[config.mk]
export PLATFORM = sky130hd
export DESIGN_NAME = fwd_hazard_unit
export DESIGN_NICKNAME = d
export VERILOG_FILES = /design/src/rtl/rv32_pkg.sv /design/src/rtl/hazard_scoreboard.sv /design/src/rtl/fwd_hazard_unit.sv
export SDC_FILE = /design/constraint.sdc
export NUM_CORES = 1
export LEC_CHECK = 0
export BUFFER_PORTS_ARGS = -buffer_cell sky130_fd_sc_hd__clkbuf_2
export CORE_UTILIZATION = 40
export DETAILED_ROUTE_END_ITERATION = 10
export PLACE_DENSITY = 0.73
export SYNTH_ARGS = -nofsm -noshare
export SYNTH_HDL_FRONTEND = slang
export SYNTH_SLANG_ARGS = --single-unit
[constraint.sdc]
create_clock -name clk_i -period 3.2 [get_ports clk_i]
set_input_delay 0.16 -clock clk_i [delete_from_list [all_inputs] [get_ports clk_i]]
set_output_delay 0.16 -clock clk_i [all_outputs]
set_load 0.01 [all_outputs]
[src/rtl/rv32_pkg.sv]
// Shared pipeline types and constants for the rv32 forwarding/hazard logic.
// Holds register-address type, bypass select encodings and the arch register count.
// No logic here; consumers import rv32_pkg::*.
package rv32_pkg;

   localparam int NUM_ARCH_REGS = 32;

   // Bypass select code meaning "take the operand from the register file".
   localparam int FWD_RF = 0;

   typedef logic [4:0] reg_addr_t;

   // Select code for the long-latency writeback bus: one past the last stage code.
   function automatic int fwd_wb_code(input int num_fwd);
      return num_fwd + 1;
   endfunction

endpackage

[src/rtl/hazard_scoreboard.sv]
// Busy-register scoreboard for long-latency writers: busy vector, outstanding count, sticky error.
// Latency: set/clear visible after the next clk_i edge; wb_clear_o/full_o are combinational.
// Backpressure: none internally; the parent stalls issue via full_o and busy_o.
//
// Ports: issue_i/issue_rd_i mark a new long op; wb_valid_i/wb_rd_i retire one.
// busy_o/outstanding_o/err_o are registered; wb_clear_o flags a writeback that retires a busy entry.
module hazard_scoreboard
   import rv32_pkg::*;
#(
   parameter int MAX_OUT = 4,
   parameter int CNTW    = $clog2(MAX_OUT + 1)
) (
   input  logic                     clk_i,
   input  logic                     rst_ni,
   input  logic                     issue_i,
   input  reg_addr_t                issue_rd_i,
   input  logic                     wb_valid_i,
   input  reg_addr_t                wb_rd_i,
   output logic [NUM_ARCH_REGS-1:0] busy_o,
   output logic [CNTW-1:0]          outstanding_o,
   output logic                     wb_clear_o,
   output logic                     full_o,
   output logic                     err_o
);

   logic [NUM_ARCH_REGS-1:0] busy_q, busy_d;
   logic [CNTW-1:0]          cnt_q, cnt_d;
   logic                     err_q, err_d;
   logic                     wb_spurious;

   // A writeback only retires an entry if that register is actually tracked.
   assign wb_clear_o  = wb_valid_i && (wb_rd_i != '0) && busy_q[wb_rd_i];
   assign wb_spurious = wb_valid_i && (wb_rd_i != '0) && !busy_q[wb_rd_i];
   assign full_o      = (cnt_q == CNTW'(MAX_OUT));

   always_comb begin
      busy_d = busy_q;
      cnt_d  = cnt_q;
      err_d  = err_q || wb_spurious;

      // Clear before set: a same-cycle retire and reissue of one register leaves it busy.
      if (wb_clear_o) begin
         busy_d[wb_rd_i] = 1'b0;
      end
      if (issue_i) begin
         busy_d[issue_rd_i] = 1'b1;
      end
      busy_d[0] = 1'b0;

      case ({issue_i, wb_clear_o})
         2'b10:   cnt_d = cnt_q + CNTW'(1);
         2'b01:   cnt_d = cnt_q - CNTW'(1);
         default: cnt_d = cnt_q;
      endcase
   end

   always_ff @(posedge clk_i or negedge rst_ni) begin
      if (!rst_ni) begin
         busy_q <= '0;
         cnt_q  <= '0;
         err_q  <= 1'b0;
      end else begin
         busy_q <= busy_d;
         cnt_q  <= cnt_d;
         err_q  <= err_d;
      end
   end

   assign busy_o        = busy_q;
   assign outstanding_o = cnt_q;
   assign err_o         = err_q;

endmodule

[src/rtl/fwd_hazard_unit.sv]
// Operand bypass selection and ID/IF stall generation for N read ports over K bypass stages.
// Latency: fwd_sel_o/stall_o combinational (zero cycles); scoreboard state updates next clk_i edge.
// Backpressure: stall_o holds ID/IF on not-ready producers, busy sources, WAW or a full scoreboard.
//
// Ports: ID side (id_valid_i, rs_addr_i, rs_used_i, id_rd_i, id_long_i, flush_i);
// bypass stages (fwd_rd_i, fwd_we_i, fwd_ready_i, index 0 youngest); long writeback (wb_valid_i, wb_rd_i);
// outputs fwd_sel_o (0 rf, k+1 stage k, NUM_FWD+1 wb bus), stall_o, sb_busy_o, outstanding_o, sb_err_o.
module fwd_hazard_unit
   import rv32_pkg::*;
#(
   parameter int NUM_RS  = 2,
   parameter int NUM_FWD = 2,
   parameter int MAX_OUT = 4,
   parameter int SELW    = $clog2(NUM_FWD + 2)
) (
   input  logic                                clk_i,
   input  logic                                rst_ni,
   input  logic                                id_valid_i,
   input  logic [NUM_RS-1:0][4:0]              rs_addr_i,
   input  logic [NUM_RS-1:0]                   rs_used_i,
   input  logic [4:0]                          id_rd_i,
   input  logic                                id_long_i,
   input  logic                                flush_i,
   input  logic [NUM_FWD-1:0][4:0]             fwd_rd_i,
   input  logic [NUM_FWD-1:0]                  fwd_we_i,
   input  logic [NUM_FWD-1:0]                  fwd_ready_i,
   input  logic                                wb_valid_i,
   input  logic [4:0]                          wb_rd_i,
   output logic [NUM_RS-1:0][SELW-1:0]         fwd_sel_o,
   output logic                                stall_o,
   output logic [NUM_ARCH_REGS-1:0]            sb_busy_o,
   output logic [$clog2(MAX_OUT+1)-1:0]        outstanding_o,
   output logic                                sb_err_o
);

   localparam int CNTW    = $clog2(MAX_OUT + 1);
   localparam int WB_CODE = fwd_wb_code(NUM_FWD);

   logic [NUM_ARCH_REGS-1:0] busy;
   logic                     wb_clear;
   logic                     sb_full;
   logic                     issue;

   logic [NUM_RS-1:0] port_hit;
   logic [NUM_RS-1:0] port_rdy;
   logic [NUM_RS-1:0] notready_haz;
   logic [NUM_RS-1:0] raw_haz;
   logic              waw_haz;
   logic              full_haz;
   logic              any_haz;

   // Per-port priority bypass. Scanning oldest to youngest lets the youngest
   // match overwrite, so an older ready result never hides a younger not-ready one.
   always_comb begin
      fwd_sel_o    = '0;
      port_hit     = '0;
      port_rdy     = '0;
      notready_haz = '0;
      raw_haz      = '0;
      for (int p = 0; p < NUM_RS; p++) begin
         for (int k = NUM_FWD - 1; k >= 0; k--) begin
            if (rs_used_i[p] && fwd_we_i[k] && (fwd_rd_i[k] == rs_addr_i[p]) &&
                (rs_addr_i[p] != '0)) begin
               port_hit[p]  = 1'b1;
               port_rdy[p]  = fwd_ready_i[k];
               fwd_sel_o[p] = SELW'(k + 1);
            end
         end
         if (!port_hit[p]) begin
            if (wb_valid_i && (wb_rd_i == rs_addr_i[p]) && (rs_addr_i[p] != '0)) begin
               fwd_sel_o[p] = SELW'(WB_CODE);
            end else begin
               fwd_sel_o[p] = SELW'(FWD_RF);
            end
         end
         notready_haz[p] = port_hit[p] && !port_rdy[p];
         // busy[0] is never set, so x0 cannot raise this; a same-cycle writeback releases it.
         raw_haz[p] = rs_used_i[p] && busy[rs_addr_i[p]] &&
                      !(wb_valid_i && (wb_rd_i == rs_addr_i[p]));
      end
   end

   assign waw_haz  = id_long_i && (id_rd_i != '0) && busy[id_rd_i] &&
                     !(wb_valid_i && (wb_rd_i == id_rd_i));
   // A retiring writeback frees a slot in the same cycle, so a full scoreboard can still accept.
   assign full_haz = id_long_i && sb_full && !wb_clear;
   assign any_haz  = (|notready_haz) || (|raw_haz) || waw_haz || full_haz;

   assign stall_o  = id_valid_i && !flush_i && any_haz;
   assign issue    = id_valid_i && id_long_i && (id_rd_i != '0) && !stall_o && !flush_i;

   hazard_scoreboard #(
      .MAX_OUT (MAX_OUT),
      .CNTW    (CNTW)
   ) u_scoreboard (
      .clk_i         (clk_i),
      .rst_ni        (rst_ni),
      .issue_i       (issue),
      .issue_rd_i    (id_rd_i),
      .wb_valid_i    (wb_valid_i),
      .wb_rd_i       (wb_rd_i),
      .busy_o        (busy),
      .outstanding_o (outstanding_o),
      .wb_clear_o    (wb_clear),
      .full_o        (sb_full),
      .err_o         (sb_err_o)
   );

   assign sb_busy_o = busy;

endmodule

==> out/qor.yml <==
yosys:
  synthAdderAreaFrac_pct: 0.8477
  synth-xor-area-share_pct: 8.673
  synth_top_family_by_area: "compound AO/OA/AOI/OAI gates"
  synth.area.mux_share_pct: 19.66
  syn_avg_cell_area_um2: 9.429
  ys_ff_latch: 35
  synth_compound_area_share_pct: 21.26
  ys_seq_area_share_pct: 22.82
  synthSimpleGateAreaFrac_pct: 19.76
  postSynthCellCount: 407
  synth_cell_types: 58
  synth_edf_count: 0
  synth_flop_cell: "dfrtp_1"
  async_flop_share_pct: 100.0
  syn_area_mm2: 0.003837
  ys_warn_count: 0
  synth_nets: 451
timing:
  clock_skew_ns: 0.01060
  period_share_pct: 97.31
  hold_violations: 27
  hold-worst-slack_ns: -0.03011
  finalSetupViolations: 0
  min_period_ns: 3.114
  worst_slack_ns: 0.08622
  rsz0062_at_grt: "yes"
  worstMarginPinSlew_ns: 0.8970
  tns_ns: 0
  clock.fmax_mhz: 321.2
  max_slew_margin_pct: 40.20
  slew_violations: 0
detailed_routing:
  drt_wl_total_um: 13810
  drt_iter0_drc: 585
  wire_per_inst_um: 21.89
  first_pass_iters: 6
  ant_nets: 0
  viasPerCell: 6.349
  drc_errors: 0
  routed-via-count: 4006
critical_path:
  path_delay_family: "multiplexers"
  cp-end-kind: "flop"
  crit_path_start_kind: "flop"
  cp_slowest_stage_delay_ns: 0.48
  path_cells: "mux4_2, mux2_4, a211oi_2, a311oi_2, or3b_1, or3_1, ha_2, inv_2, fa_1, mux2i_1"
  cp.buffers_inverters: 1
  worstPathRequired_ns: 3.41
  crit_arrival_ns: 3.32
  path_max_fanout: 2
  cp_slowest_cell: "mux4_2"
  critPathKind: "flop to flop"
  rrSetupSlack_ns: 0.09
power:
  power_density_mw_per_mm2: 393.3
  max-vdd-ir-drop_v: 0.0002770
  total_power_mw: 1.849
  p_leak_nw: 1.999
grt:
  grt_max_degree: 36
  grt_pass1_wl_um: 21570
  antenna_found_initial: 0
  grt_usage_pct: 28.00
  grt_pass1_vias: 3980
  grt_overflow: 0
layout:
  fin_util_pct: 50.63
  layout.nets: 545
  drive_gt1_share_pct: 39.84
  synthToLayoutAreaGrowth_pct: 22.50
  fin_area_mm2: 0.004701
  antenna_cells: 0
  fin_cells: 631
floorplanning:
  dieWidth_um: 99.95
  initial_core_util_pct: 41.33
  design.die.area_mm2: 0.009989
  fp.dieH_um: 99.95
  core-area_mm2: 0.009284
  io_pins: 83
  rows: 35
clock_tree:
  hold_buffers: 0
  cts_num_sinks: 35
  h-tree-depth: 2
  cts-root-buf: "clkbuf_8"
  cts_made_buffers: 5
  clock_path_buffers: 2
  insertion_delay_ns: 0.30
  clkTransAtPathRegs_ns: 0.08
  postCtsSetupRepairBufs: 0
  cts_tree: "built"
place:
  dpl_cell_area_mm2: 0.004553
  io_buffers: 81
  place.gp.congestion: 0.9743
  hpwl_um: 10170
  dp.cells: 623
  dp_slack_ns: -0.1019
outcome:
  violations: "negative hold slack"
  outcome: "finished, violations left"
hold_path:
  hp-class: "input pin to asynchronous set/reset pin"
job:
  max_cap_violations: 0
-- repair_timing --
action | CTS | global route
pin swaps | 2 | 3
resized for setup | 1 | 11
endpoints found under the setup margin | 2 | 3
-- cell usage after synthesis (3+ instances only) --
cell / number / area [um^2]
or3b_2: 5 / 43.79
nor2_1: 9 / 33.78
o21ai_1: 9 / 45.04
buf_6: 5 / 56.30
nand2b_1: 5 / 31.28
xor2_1: 22 / 192.7
mux2_2: 3 / 33.78
or3b_1: 3 / 26.28
dfrtp_1: 35 / 875.8
mux2i_1: 36 / 360.4
o31ai_1: 35 / 262.8
buf_4: 3 / 22.52
inv_1: 6 / 22.52
nor2b_1: 4 / 25.02
or3_1: 25 / 156.4
buf_2: 16 / 80.08
nand3b_1: 7 / 52.55
xnor2_1: 16 / 140.1
nand3_1: 15 / 75.07
buf_1: 4 / 15.01
mux4_2: 16 / 360.4
o31ai_2: 20 / 250.2
or2_2: 3 / 18.77
nand2_1: 8 / 30.03
nor4_1: 7 / 43.79
o21ai_0: 7 / 35.03
nor3_1: 18 / 90.09
clkbuf_1: 18 / 67.56
nand4_1: 3 / 18.77
o21a_1: 3 / 22.52
o22ai_1: 5 / 31.28
-- flip-flops by register name, summed over array words and instances, names as in the netlist --
signal                      cells
u_scoreboard.err_o              1
u_scoreboard.busy_o            31
u_scoreboard.outstanding_o      3
-- power breakdown --
group	total, mW	switching, mW	internal, mW
Sequential	0.609	0.0938	0.515
Clock	0.408	0.176	0.232
Combinational	0.831	0.473	0.359
-- cells by family after synthesis --
group | after synthesis
and+or+nand+nor | 125
AOI/OAI and AO/OA | 99
muxes | 55
buffers and inverters | 52
xor gates and xnor gates | 38
DFF | 35
adders and majority gates | 2
other | 1
-- cell type report --
cell class,count,area [um^2]
sequential,35,878.3
fill,914,4583
tap,129,161.4
multi-input combinational,320,2730
clock buffer,5,68.82
timing repair buffer,133,795.8
inverter,6,22.52
clock inverter,3,43.79
-- layer usage --
layer / vias to the layer above / part of all wire, % / global-route usage, %
li1: 1753 / - / -
met1: 1926 / 41 / 37.77
met2: 278 / 46 / 45.25
met3: 49 / 9.3 / 3.760
met4: 0 / 3.5 / 11.76
met5: - / 0 / 0
-- placed cells by master (no fill, tap or decap), types with 3 or more instances in the layout --
cell      count
mux4_2       16
nand2_1       8
nand2b_1      5
nor3_1       18
nor2_1        9
nand3_1      15
mux2i_1      36
o31ai_1      35
xor2_1       22
o22ai_1       5
nor4_1        7
o21ai_0       7
or3_1        25
inv_1         5
clkbuf_8      5
or2_2         3
dfrtp_1      33
nand3b_1      7
or2_1         3
buf_4        52
nor2b_1       3
or3b_2        5
or3b_1        3
xnor2_1      16
nand4_1       3
o21ai_1       9
clkbuf_2     81
o31ai_2      20
o21a_1        3
-- worst register-to-register path, stage by stage (launching register included) --
cell and delay, ns:
dfrtp_1 0.38, mux4_2 0.48, mux2_4 0.28, a211oi_2 0.24, a311oi_2 0.08, or3b_1 0.45, or3_1 0.34, ha_2 0.20
inv_2 0.05, fa_1 0.40, mux2i_1 0.15
-- worst paths after layout --
check	start	endpoint	cells after the start
worst max register to register	u_scoreboard.busy_o[15]$_DFF_PN0_	u_scoreboard.outstanding_o[1]$_DFFE_PN0P_	10
max in group asynchronous	rst_ni	u_scoreboard.busy_o[22]$_DFF_PN0_	1
worst min register to register	u_scoreboard.outstanding_o[0]$_DFFE_PN0P_	u_scoreboard.outstanding_o[0]$_DFFE_PN0P_	1
worst min-delay path	rst_ni	u_scoreboard.outstanding_o[2]$_DFFE_PN0P_	1
min in group clk_i	wb_valid_i	u_scoreboard.err_o$_DFF_PN0_	3
worst max-delay path	u_scoreboard.busy_o[15]$_DFF_PN0_	u_scoreboard.outstanding_o[1]$_DFFE_PN0P_	10
Note: power is estimated with default switching activity, not from simulation.
